==> config.mk <==
export PLATFORM = sky130hd
export DESIGN_NAME = vec_lsu
export DESIGN_NICKNAME = d
export VERILOG_FILES = /design/src/rtl/vec_lsu_pkg.sv /design/src/rtl/vec_lsu_agen.sv /design/src/rtl/vec_lsu.sv
export SDC_FILE = /design/constraint.sdc
export NUM_CORES = 1
export LEC_CHECK = 0
export CAP_MARGIN = 20
export CORE_AREA = 2 2 198 345
export DETAILED_ROUTE_END_ITERATION = 8
export DIE_AREA = 0 0 200 347
export HOLD_SLACK_MARGIN = 0.12
export SYNTH_ARGS = -nofsm -noshare
export SYNTH_HDL_FRONTEND = slang
export SYNTH_SLANG_ARGS = --single-unit
export TNS_END_PERCENT = 10
==> constraint.sdc <==
create_clock -name clk -period 7.1 [get_ports clk]
set_input_delay 0.71 -clock clk [delete_from_list [all_inputs] [get_ports clk]]
set_output_delay 0.71 -clock clk [all_outputs]
set_load 0.005 [all_outputs]
==> src/rtl/vec_lsu_pkg.sv <==
// Shared types, constants and lane helpers for the vector load/store sequencer.
package vec_lsu_pkg;

   localparam int VEC_WIDTH = 24;
   localparam int VEC_LANES = 8;
   localparam logic [3:0] MEM_WE_STORE = 4'b0100;

   typedef enum logic [1:0] {
      IDLE,
      RUN,
      DONE
   } lsu_state_t;

   function automatic logic [VEC_WIDTH-1:0] lane_get(
      input logic [VEC_LANES*VEC_WIDTH-1:0] vec,
      input int unsigned                    lane
   );
      return vec[lane*VEC_WIDTH +: VEC_WIDTH];
   endfunction

   function automatic logic [VEC_LANES*VEC_WIDTH-1:0] lane_set(
      input logic [VEC_LANES*VEC_WIDTH-1:0] vec,
      input int unsigned                    lane,
      input logic [VEC_WIDTH-1:0]           val
   );
      logic [VEC_LANES*VEC_WIDTH-1:0] r;
      r = vec;
      r[lane*VEC_WIDTH +: VEC_WIDTH] = val;
      return r;
   endfunction

endpackage

==> src/rtl/vec_lsu_agen.sv <==
// Element address/index generator: loads base on accept, steps by a two's complement
// stride each beat and flags the final element of the request.
module vec_lsu_agen
   import vec_lsu_pkg::*;
#(
   parameter int WIDTH = VEC_WIDTH,
   parameter int LEN_W = $clog2(VEC_LANES + 1)
) (
   input  logic             clk,
   input  logic             rst_n,
   input  logic             load_i,
   input  logic             step_i,
   input  logic [WIDTH-1:0] base_i,
   input  logic [WIDTH-1:0] stride_i,
   input  logic [LEN_W-1:0] len_i,
   output logic [WIDTH-1:0] addr_o,
   output logic [LEN_W-1:0] idx_o,
   output logic             last_o
);

   logic [WIDTH-1:0] addr_q, addr_d;
   logic [WIDTH-1:0] stride_q, stride_d;
   logic [LEN_W-1:0] idx_q, idx_d;
   logic [LEN_W-1:0] len_q, len_d;

   // Address arithmetic is plain modulo 2^WIDTH, so negative strides wrap naturally.
   always_comb begin
      addr_d   = addr_q;
      stride_d = stride_q;
      idx_d    = idx_q;
      len_d    = len_q;
      if (load_i) begin
         addr_d   = base_i;
         stride_d = stride_i;
         idx_d    = '0;
         len_d    = len_i;
      end else if (step_i) begin
         addr_d = addr_q + stride_q;
         idx_d  = idx_q + LEN_W'(1);
      end
   end

   always_ff @(posedge clk or negedge rst_n) begin
      if (!rst_n) begin
         addr_q   <= '0;
         stride_q <= '0;
         idx_q    <= '0;
         len_q    <= '0;
      end else begin
         addr_q   <= addr_d;
         stride_q <= stride_d;
         idx_q    <= idx_d;
         len_q    <= len_d;
      end
   end

   assign addr_o = addr_q;
   assign idx_o  = idx_q;
   assign last_o = (idx_q == (len_q - LEN_W'(1)));

endmodule

==> src/rtl/vec_lsu.sv <==
// Vector load/store sequencer: serialises one strided vector request into per-element dmem beats.
// Define VEC_LSU_BOUNDS_CHECK_EN to suppress beats at addr >= AMOUNT and report them on resp_err.
module vec_lsu
   import vec_lsu_pkg::*;
#(
   parameter int WIDTH = VEC_WIDTH,
   parameter int LANES = VEC_LANES
`ifdef VEC_LSU_BOUNDS_CHECK_EN
   ,
   parameter int AMOUNT = 90000
`endif
) (
   input  logic                          clk,
   input  logic                          rst_n,
   input  logic                          req_valid,
   output logic                          req_ready,
   input  logic                          req_store,
   input  logic [WIDTH-1:0]              req_base,
   input  logic [WIDTH-1:0]              req_stride,
   input  logic [$clog2(LANES+1)-1:0]    req_len,
   input  logic [LANES*WIDTH-1:0]        req_wdata,
   output logic                          resp_valid,
   input  logic                          resp_ready,
   output logic [LANES*WIDTH-1:0]        resp_rdata,
   output logic [3:0]                    mem_we,
   output logic [WIDTH-1:0]              mem_a,
   output logic [WIDTH-1:0]              mem_wd,
   input  logic [WIDTH-1:0]              mem_rd,
   output logic                          busy
`ifdef VEC_LSU_BOUNDS_CHECK_EN
   ,
   output logic                          resp_err
`endif
);

   localparam int LEN_W = $clog2(LANES + 1);

   lsu_state_t             state_q, state_d;
   logic                   store_q;
   logic [LANES*WIDTH-1:0] wdata_q;
   logic [LANES*WIDTH-1:0] rdata_q;
   logic [WIDTH-1:0]       mem_a_q;
   logic [WIDTH-1:0]       mem_wd_q;

   logic [WIDTH-1:0]       addr;
   logic [LEN_W-1:0]       idx;
   logic                   last_beat;
   logic                   accept;
   logic                   beat;
   logic                   beat_ok;
   logic [WIDTH-1:0]       beat_wd;

   assign accept  = req_valid && (state_q == IDLE);
   assign beat    = (state_q == RUN);
   assign beat_wd = lane_get(wdata_q, 32'(idx));

`ifdef VEC_LSU_BOUNDS_CHECK_EN
   localparam logic [WIDTH:0] AMOUNT_LIM = (WIDTH+1)'(AMOUNT);
   logic err_q;

   assign beat_ok = ({1'b0, addr} < AMOUNT_LIM);

   // Sticky until the next request is accepted, so the consumer sees it with resp_valid.
   always_ff @(posedge clk or negedge rst_n) begin
      if (!rst_n) begin
         err_q <= 1'b0;
      end else if (accept) begin
         err_q <= 1'b0;
      end else if (beat && !beat_ok) begin
         err_q <= 1'b1;
      end
   end

   assign resp_err = err_q;
`else
   assign beat_ok = 1'b1;
`endif

   vec_lsu_agen #(
      .WIDTH (WIDTH),
      .LEN_W (LEN_W)
   ) u_agen (
      .clk      (clk),
      .rst_n    (rst_n),
      .load_i   (accept),
      .step_i   (beat),
      .base_i   (req_base),
      .stride_i (req_stride),
      .len_i    (req_len),
      .addr_o   (addr),
      .idx_o    (idx),
      .last_o   (last_beat)
   );

   always_comb begin
      state_d = state_q;
      case (state_q)
         IDLE: begin
            if (req_valid) begin
               state_d = (req_len == '0) ? DONE : RUN;
            end
         end
         RUN: begin
            if (last_beat) begin
               state_d = DONE;
            end
         end
         DONE: begin
            if (resp_ready) begin
               state_d = IDLE;
            end
         end
         default: state_d = IDLE;
      endcase
   end

   // Memory strobes are combinational from state so an async reset kills mem_we at once.
   always_comb begin
      req_ready  = (state_q == IDLE);
      resp_valid = (state_q == DONE);
      busy       = (state_q != IDLE);
      resp_rdata = rdata_q;
      mem_we     = '0;
      mem_a      = mem_a_q;
      mem_wd     = mem_wd_q;
      if (beat) begin
         mem_a  = addr;
         mem_wd = beat_wd;
         if (store_q && beat_ok) begin
            mem_we = MEM_WE_STORE;
         end
      end
   end

   always_ff @(posedge clk or negedge rst_n) begin
      if (!rst_n) begin
         state_q  <= IDLE;
         store_q  <= 1'b0;
         wdata_q  <= '0;
         rdata_q  <= '0;
         mem_a_q  <= '0;
         mem_wd_q <= '0;
      end else begin
         state_q <= state_d;
         if (accept) begin
            store_q <= req_store;
            wdata_q <= req_wdata;
            if (!req_store) begin
               rdata_q <= '0;
            end
         end
         if (beat) begin
            mem_a_q  <= addr;
            mem_wd_q <= beat_wd;
            if (!store_q) begin
               rdata_q <= lane_set(rdata_q, 32'(idx), beat_ok ? mem_rd : '0);
            end
         end
      end
   end

endmodule

# Yosys cells after proc, flatten, opt, wreduce, memory -nomap -nowiden
# Index checks and enable logic that the tools add are counted.
[totals]
ff_bits = 491
inputBits = 273
out_inout_bits = 247
word_cells = 48
[classes]
n_addsub = 4
mul = 1
eq_ne = 6
n_shift = 3
muxes = 18
reduce_logical = 6
[op_table]
columns = ["cell", "n"]
rows = [
  ["2-to-1 mux 192 bit", 4],
  ["bitwise mux 192 bit", 1],
  ["variable shift 24 x 34 -> 192 bit, first input constant", 1],
  ["indexed part select 192 x 10 -> 24 bit", 1],
  ["indexed part select 24 x 34 -> 192 bit", 1],
  ["2-to-1 mux 24 bit", 4],
  ["negator 9 -> 34 bit", 1],
  ["adder 24 bit", 1],
  ["2-to-1 mux 2 bit", 4],
  ["2-to-1 mux 4 bit", 2],
  ["multiplier 4 x 2 -> 6 bit, second input constant", 1],
  ["2-to-1 mux 3 bit", 2],
  ["case mux 2 bit (3 select lines)", 1],
  ["adder 4 x 1 -> 4 bit, second input constant", 1],
  ["equality test 4 bit", 1],
  ["logical NOT 4 bit", 1],
  ["inequality test 2 bit, second input constant", 2],
  ["nonzero test 2 bit", 2],
  ["subtractor 4 x 1 -> 4 bit, second input constant", 1],
  ["AND reduction 3 bit", 1],
  ["equality test 2 x 1 -> 1 bit, second input constant", 1],
  ["equality test 2 bit, second input constant", 1],
  ["logical NOT 2 bit", 1],
  ["inequality test 2 x 1 -> 1 bit, second input constant", 1],
  ["logical AND 1 bit", 1],
]

# Longest topological paths before layout
[depth]
ltp_word = 6
ltp_mapped = 17
ltp_nobuf = 14

# Cells and area by module
# From an unflattened synthesis, not the netlist that was laid out.
[unflattened]
hier_cells = 2083
area_unflattened_um2 = 23766.5
[by_module_without_submodules]
columns = ["module", "n_inst", "cells_per_inst", "area_each_um2", "seq_area_each_um2"]
rows = [
  ["vec_lsu", 1, 1723, 20243.2, 10885.4],
  ["vec_lsu_agen", 1, 360, 3523.4, 1401.3],
]

# Worst setup path before layout
# OpenSTA, ideal clock, no wires.
[synth_timing]
path_type = "reg2reg"
from = "reg u_agen.idx_q[1], in the netlist u_agen.idx_o[1]"
to = "reg rdata_q[80], in the netlist resp_rdata[80]"
setup_ns = 0.121
arrival_time_ns = 3.957
required_ns = 6.979
path_slack_ns = 3.022
path_stages_with_launch = 16
path_buffers = 6
period_less_slack_ns = 4.078
path_cell_list = "dfrtp_1 > clkbuf_1 > clkbuf_1 > inv_1 > ha_1 > buf_2 > buf_1 > clkbuf_1 > nor3_1 > ha_1 > buf_1 > nor2b_1 > o21ai_1 > nor3_2 > o21ai_2 > a22o_1"
[synth_between]
elab_chain_len = 6
word_cells_on_any_way = 7
classes_between = "add/sub (1); mul (1); shift (2); mux (3)"
[synth_rtl]
columns = ["item", "line_no", "source"]
rows = [
  ["from (decl)", "vec_lsu_agen.sv:23", "logic [LEN_W-1:0] idx_q, idx_d;"],
  ["from (signal assigned)", "vec_lsu_agen.sv:52", "idx_q <= idx_d;"],
  ["multiplier 4 x 2 -> 6 bit (*)", "vec_lsu_pkg.sv:28", "r[lane*VEC_WIDTH +: VEC_WIDTH] = val;"],
  ["negator 9 -> 34 bit (*)", "vec_lsu_pkg.sv:28", ""],
  ["indexed part select 24 x 34 -> 192 bit / variable shift 24 x 34 -> 192 bit (equally long branches)", "vec_lsu_pkg.sv:28", ""],
  ["bitwise mux 192 bit (*)", "vec_lsu_pkg.sv:28", ""],
  ["2-to-1 mux 192 bit (*)", "vec_lsu.sv:155", "if (!store_q) begin"],
  ["2-to-1 mux 192 bit (*)", "vec_lsu.sv:152", "if (beat) begin"],
  ["to (signal assigned)", "vec_lsu.sv:156", "rdata_q <= lane_set(rdata_q, 32'(idx), beat_ok ? mem_rd : '0);"],
  ["to (decl)", "vec_lsu.sv:41", "logic [LANES*WIDTH-1:0] rdata_q;"],
]
# Every way passes the cells marked *; elsewhere a longest branch is shown, timed or not.
# A chain may end at the register's enable or synchronous reset.

# Worst setup path after layout
[layout_timing]
from = "reg u_agen.idx_q[0], in the netlist u_agen.idx_o[0]"
to = "out mem_wd[2]"
[layout_between]
elab_chain_len = 3
[layout_rtl]
columns = ["item", "line_no", "source"]
rows = [
  ["multiplier 4 x 2 -> 6 bit", "vec_lsu_pkg.sv:18", "return vec[lane*VEC_WIDTH +: VEC_WIDTH];"],
  ["indexed part select 192 x 10 -> 24 bit", "vec_lsu_pkg.sv:18", ""],
  ["2-to-1 mux 24 bit", "--", ""],
  ["to (decl)", "vec_lsu.sv:27", "output logic [WIDTH-1:0] mem_wd,"],
]
# No other way between the ends.

==> metrics <==
result of the run=finished clean; fraction of the yosys area taken by sequential cells=53.2%; Worst setup SP type=flip-flop; vias in the first global route=20800; buffers added on ports=just over 500; slowest stage cell on the critical path=sky130_fd_sc_hd__buf_4; Die Area=0.0694 mm2; Crit. path cell count=6; number of diodes added for antenna fixing=0; total power density per cell area=476 mW/mm2; Worst Hold Slack=0.146 ns; fraction of synthesized cell area taken by the top area cell type=53.2%; Crit Path Category=flip-flop to primary output; DRC viols=0; share of the clock period used by the worst path after layout=a little under three quarters; count of TritonRoute iterations in the first routing pass=5; Data required, critical path=6.39 ns; total wirelength of the detailed-routed design=slightly above 90000 um; share of total power in combinational logic=52.1%; Post-CTS Hold Buffers=0; internal power consumption=8020 uW; pin count of the biggest net entering global routing=202; initial core utilization=34.7%; Tot GR Track Use=26.0%; post-synthesis sequential element count=around 500; buffer depth of the longest clock path=3; ranking of synthesized cells by area=sky130_fd_sc_hd__dfrtp_1, sky130_fd_sc_hd__nand2_1, sky130_fd_sc_hd__mux4_2, sky130_fd_sc_hd__a22o_1, sky130_fd_sc_hd__o21ai_0; final setup violation count=0; number of flops mapped to enable cells by yosys=0; core box area=around 0.066 mm2; via density per instance=5.30; post-layout net count=3152; leading cell type in the layout, fill and taps excluded=sky130_fd_sc_hd__nand2_1; CTS tree=done; Warnings, synthesis=0; Worst Setup SP=u_agen.idx_o[0]; static leakage=0.0141 uW; HPWL Detailed=68000 um; worst clock skew=0.0322 ns; height of the die=347 um; clock slew seen by the registers of the worst setup and hold paths=0.06 ns; class of the worst hold path=input port to async pin; IR Drop Worst-Case VDD=0.000277 V; RR Endpoint=resp_rdata[178]; switching power share of the total=between 40% and 50%; routed length per instance=~24 um; clock period minus worst slack=5.05 ns; TritonCTS Buffers=49; Reg power frac=29.3%; Buf+Inv Stages, Crit Path=3; switching power of the nets=about 6600 uW; transition at the pin with the smallest max-transition slack=between 1 and 1.5 ns; Crit. End Element=primary output; max-capacitance violation count=0; cell area after synthesis=0.0231 mm2; proportion of layout cells with a drive suffix above 1=6.93%; last weighted congestion value of the routability-driven placer=0.993; first-pass GRT wire length=between 100000 and 150000 um; number of buffers inserted by post-CTS setup repair=0; delay contributed by the slowest stage of the critical path=0.72 ns; crit-path max FO=46; leading cell types in the layout, fill and taps excluded=sky130_fd_sc_hd__nand2_1, sky130_fd_sc_hd__clkdlybuf4s50_1, sky130_fd_sc_hd__dfrtp_1; cell occurring most often along the worst timing path=sky130_fd_sc_hd__buf_4; Final Max Tran Viols=0; antenna-violating nets left=0; CP cell instances=buf_4 > buf_4 > mux4_2 > mux2i_1 > o21ai_0 > clkdlybuf4s50_1; Iteration-0 DRC Markers=1103; primary flip-flop cell chosen by synthesis mapping=sky130_fd_sc_hd__dfrtp_1; setup repair after global routing missed its margin=false; slew margin rel.=30.2%; cell family with most CP delay=buffers and inverters; Final Hold Violating Endpoints=0; leading area contributor after synthesis=sky130_fd_sc_hd__dfrtp_1; Fin Setup TNS=0 ns; clk_lat worst skew=0.62 ns; fraction of registers with async set or reset after synthesis=100%; clock root buffer master=sky130_fd_sc_hd__clkbuf_16; proportion of power drawn by the clock network=18.5%; number of antenna violations at the first check in global routing=6; horizontal extent of the die=approximately 200 um; count of vias placed by the detailed router=20000; worst endpoint data arrival time=4.34 ns; mean instance size in the synthesized netlist=9.68 um2; IO Count=520; number of unique standard cell types used by synthesis=approximately 80; gate count after technology mapping=2385; highest attainable clock frequency=roughly 0.20 GHz; total grt overflow=0; number of clock sinks seen by CTS=a little under 500; startpoint of the worst-slack reg-to-reg timing path=u_agen.idx_o[0]; area growth from synthesis to final layout=33.2%; maximum level of the CTS H-tree=2; worst reg2reg setup slack=2.10 ns; number of cells upsized or downsized after cts=0; number of cell rows=125; reg2reg path depth=10
stage by stage:
| stage | util (%) | power (uW) | cells | area (um2) | worst slack (ns) |
|---|---|---|---|---|---|
| after global placement | 43.8 | 11800 | 3685 | 29100 | 2.30 |
| after detailed placement | 43.8 | 12000 | 3685 | 29100 | 2.17 |
| after CTS | 46.3 | 14800 | 3774 | 30800 | 1.91 |
| after global routing | 46.3 | 15600 | 3774 | 30800 | 1.77 |
| final | 46.3 | 14600 | 3774 | 30800 | 2.05 |
| after floorplan | - | 8840 | 2387 | 23100 | 3.02 |
worst max path at each step:
stage / to / slack [ns]
floorplan: resp_rdata[80] / 3.02
global placement: resp_rdata[178] / 2.30
detailed placement: resp_rdata[181] / 2.17
CTS: mem_wd[2] / 1.91
global route: mem_wd[0] / 1.77
finish: mem_wd[2] / 2.05
state kept, by name (all words and copies together), names as in the netlist:
signal	cells
mem_wd_q	24
store_q	1
mem_a_q	24
wdata_q	192
u_agen.len_q	4
u_agen.addr_o	24
resp_rdata	192
state_q	2
u_agen.idx_o	4
u_agen.stride_q	24
worst register-to-register path, stage by stage (launching register included):
cell and delay (ns):
sky130_fd_sc_hd__dfrtp_4 0.60, sky130_fd_sc_hd__inv_1 0.34, sky130_fd_sc_hd__ha_1 1.09, sky130_fd_sc_hd__inv_2 0.45, sky130_fd_sc_hd__nand2_1 0.37, sky130_fd_sc_hd__and2_1 0.39
sky130_fd_sc_hd__nor2_1 0.13, sky130_fd_sc_hd__o21ai_1 0.46, sky130_fd_sc_hd__nor3_1 0.16, sky130_fd_sc_hd__a21oi_1 0.69, sky130_fd_sc_hd__a22o_1 0.27
cells in the mapped netlist, types with 20 or more instances:
| cell | number |
|---|---|
| sky130_fd_sc_hd__nand2_1 | 890 |
| sky130_fd_sc_hd__dfrtp_1 | 491 |
| sky130_fd_sc_hd__o21ai_0 | 144 |
| sky130_fd_sc_hd__a22o_1 | 110 |
| sky130_fd_sc_hd__clkbuf_1 | 86 |
| sky130_fd_sc_hd__nor2_1 | 67 |
| sky130_fd_sc_hd__a21oi_1 | 58 |
| sky130_fd_sc_hd__mux4_2 | 48 |
| sky130_fd_sc_hd__mux2i_1 | 46 |
| sky130_fd_sc_hd__nand3_1 | 40 |
| sky130_fd_sc_hd__o2bb2ai_1 | 35 |
| sky130_fd_sc_hd__ha_1 | 30 |
| sky130_fd_sc_hd__nor3_1 | 30 |
| sky130_fd_sc_hd__a21o_1 | 26 |
| sky130_fd_sc_hd__o21ai_1 | 21 |
| sky130_fd_sc_hd__buf_1 | 20 |
layer usage:
| metal | global-route usage [%] | share of wire [%] |
|---|---|---|
| met2 | 45.7 | 51 |
| met3 | 6.34 | 7.4 |
| met5 | 0 | 0.088 |
| met1 | 28.5 | 36 |
| met4 | 13.5 | 5.7 |
kinds of logic (layout without fill, tap and decap cells):
kind of cell,count (synthesis),count (layout),share of synthesized area (%)
compound gates,482,482,14.4
xor+xnor,32,32,1.42
fa+ha+maj,32,32,1.80
buf+inv,147,645,2.63
flops,491,491,53.2
mux,95,95,6.72
other cells,1,3,0.0162
simple gates,1105,1105,19.8
power groups by stage:
stage | Sequential, uW | Clock (uW) | Combinational, uW
floorplan | 4130 | 0 | 4710
finish | 4300 | 2720 | 7630
global placement | 4300 | 0 | 7540
global route | 4400 | 2880 | 8290
detailed placement | 4350 | 0 | 7640
CTS | 4300 | 2780 | 7690
cell type report:
type	instances	area, um2
inverter	16	60.1
clock buffer	67	1400
multi-input combinational	1749	10200
sequential	491	12300
tap	889	1110
timing repair buffer	540	5390
fill	6354	35700
clock inverter	22	269
Note: power is estimated with default switching activity, not from simulation.
==> RTL change, RTL diff (config.mk and constraints unchanged) <==
Set the package constant `VEC_LANES` to 4 (it was 8).
--- a/src/rtl/vec_lsu_pkg.sv
+++ b/src/rtl/vec_lsu_pkg.sv
@@ -2,7 +2,7 @@
 package vec_lsu_pkg;
 
    localparam int VEC_WIDTH = 24;
-   localparam int VEC_LANES = 8;
+   localparam int VEC_LANES = 4;
    localparam logic [3:0] MEM_WE_STORE = 4'b0100;
 
    typedef enum logic [1:0] {
Interface: changed (resized req_len, req_wdata and resp_rdata); port bits go from 520 to 327. No check against the original RTL was run, so the function may have changed too.
==> RTL change against the unedited design <==
Count of clock-buffer cells in the layout shrank 28; synthesized cell count shrank 30%; combinational power shrank 34%; cell area shrank 34%; area after synthesis shrank 35%; setup slack gained 0.26 ns; via count shrank 34%; sequential power shrank 34%; final cell count shrank 25%; wire length shrank 39%; non-clock buffer count shrank 202; sequential cell count shrank 194; total power shrank 34%; critical path type is now reg2reg; critical endpoint is now resp_rdata[51]$_DFFE_PN0P_; highest routed layer unchanged.
==> RTL change: results (changes against the unedited design) <==
| Metric | Value |
|---|---|
| GRT Total Usage | 0.155 (was 0.260) |
| Leak pwr | 0.00881 µW (was 0.0141 µW) |
| ClkCell Share | 0.0517 (was 0.0541) |
| Multi-input logic area | 0.00719 mm² (was 0.0102 mm²) |
| Critical path depth | 9 (was 6) |
| NumNets Final | 2,136 (was 3,152) |
| H-tree depth | 1 (was 2) |
| Initial drt markers | 710 (was 1,103) |
| Crit path max-delay cell type | dfrtp_4 (was buf_4) |
| Clock Latency Late Sink | 0.59 ns (was 0.62 ns) |
| Setup Skew | 0.0185 ns (was 0.0322 ns) |
| Top cells by count, synth | nand2_1 (609), dfrtp_1 (297), o21ai_0 (89) (was nand2_1 (890), dfrtp_1 (491), o21ai_0 (144)) |
| Worst path max stage delay | 0.85 ns (was 0.72 ns) |
| Signal buffers | 338 (was 540) |
| Post-synthesis sequential area ratio | 0.492 (was 0.532) |
| Largest net degree at the start of global routing | 138 (was 202) |
| Worst Setup EP | resp_rdata[51]$_DFFE_PN0P_ (was mem_wd[2]) |
| Total CTS buffers | 30 (was 49) |
| DP HPWL | 40,300 µm (was 68,000 µm) |
| Fillers | 6,893 (was 6,354) |
| First-pass GRT wire length | 82,300 µm (was 133,000 µm) |
| CP Max Fanout | 62 (was 46) |
| Sequential power share | 0.296 (was 0.293) |
| Layout cells sized above 1 | 0.0708 (was 0.0693) |
| Number of global-route vias before repair | 13,600 (was 20,800) |
| Nonclk inv count | 13 (was 16) |
| Status | complete, no violations (unchanged) |
-- RTL change: per-stage QoR --
step | area [µm²] | util | hold slack, ns | setup slack [ns] | cells
finish | 20200 | 0.304 | 0.133 | 2.31 | 2837
global route | 20200 | 0.304 | 0.183 | 2.01 | 2837
CTS | 20200 | 0.304 | 0.146 | 2.31 | 2836
detailed placement | 19100 | 0.288 | 0.458 | 2.36 | 2783
global placement | 19100 | 0.288 | 0.454 | 2.49 | 2783
floorplan | 15100 | - | 0.414 | 3.61 | 1663
-- RTL change: cell families after synthesis --
family          share of synthesized area
buf+inv                            0.0346
other cells                      0.000248
flops                               0.492
simple gates                        0.222
xor+xnor                           0.0196
fa+ha+maj                          0.0283
mux                                0.0579
compound gates                      0.145
-- RTL change: routing by layer --
layer  vias to the layer above  track usage  wire length, µm
met5                         -            0               12
met4                         2       0.0881             3180
met1                      6426        0.176            20900
met2                       496        0.277            27900
met3                       146       0.0207             3000
li1                       6207            -                -
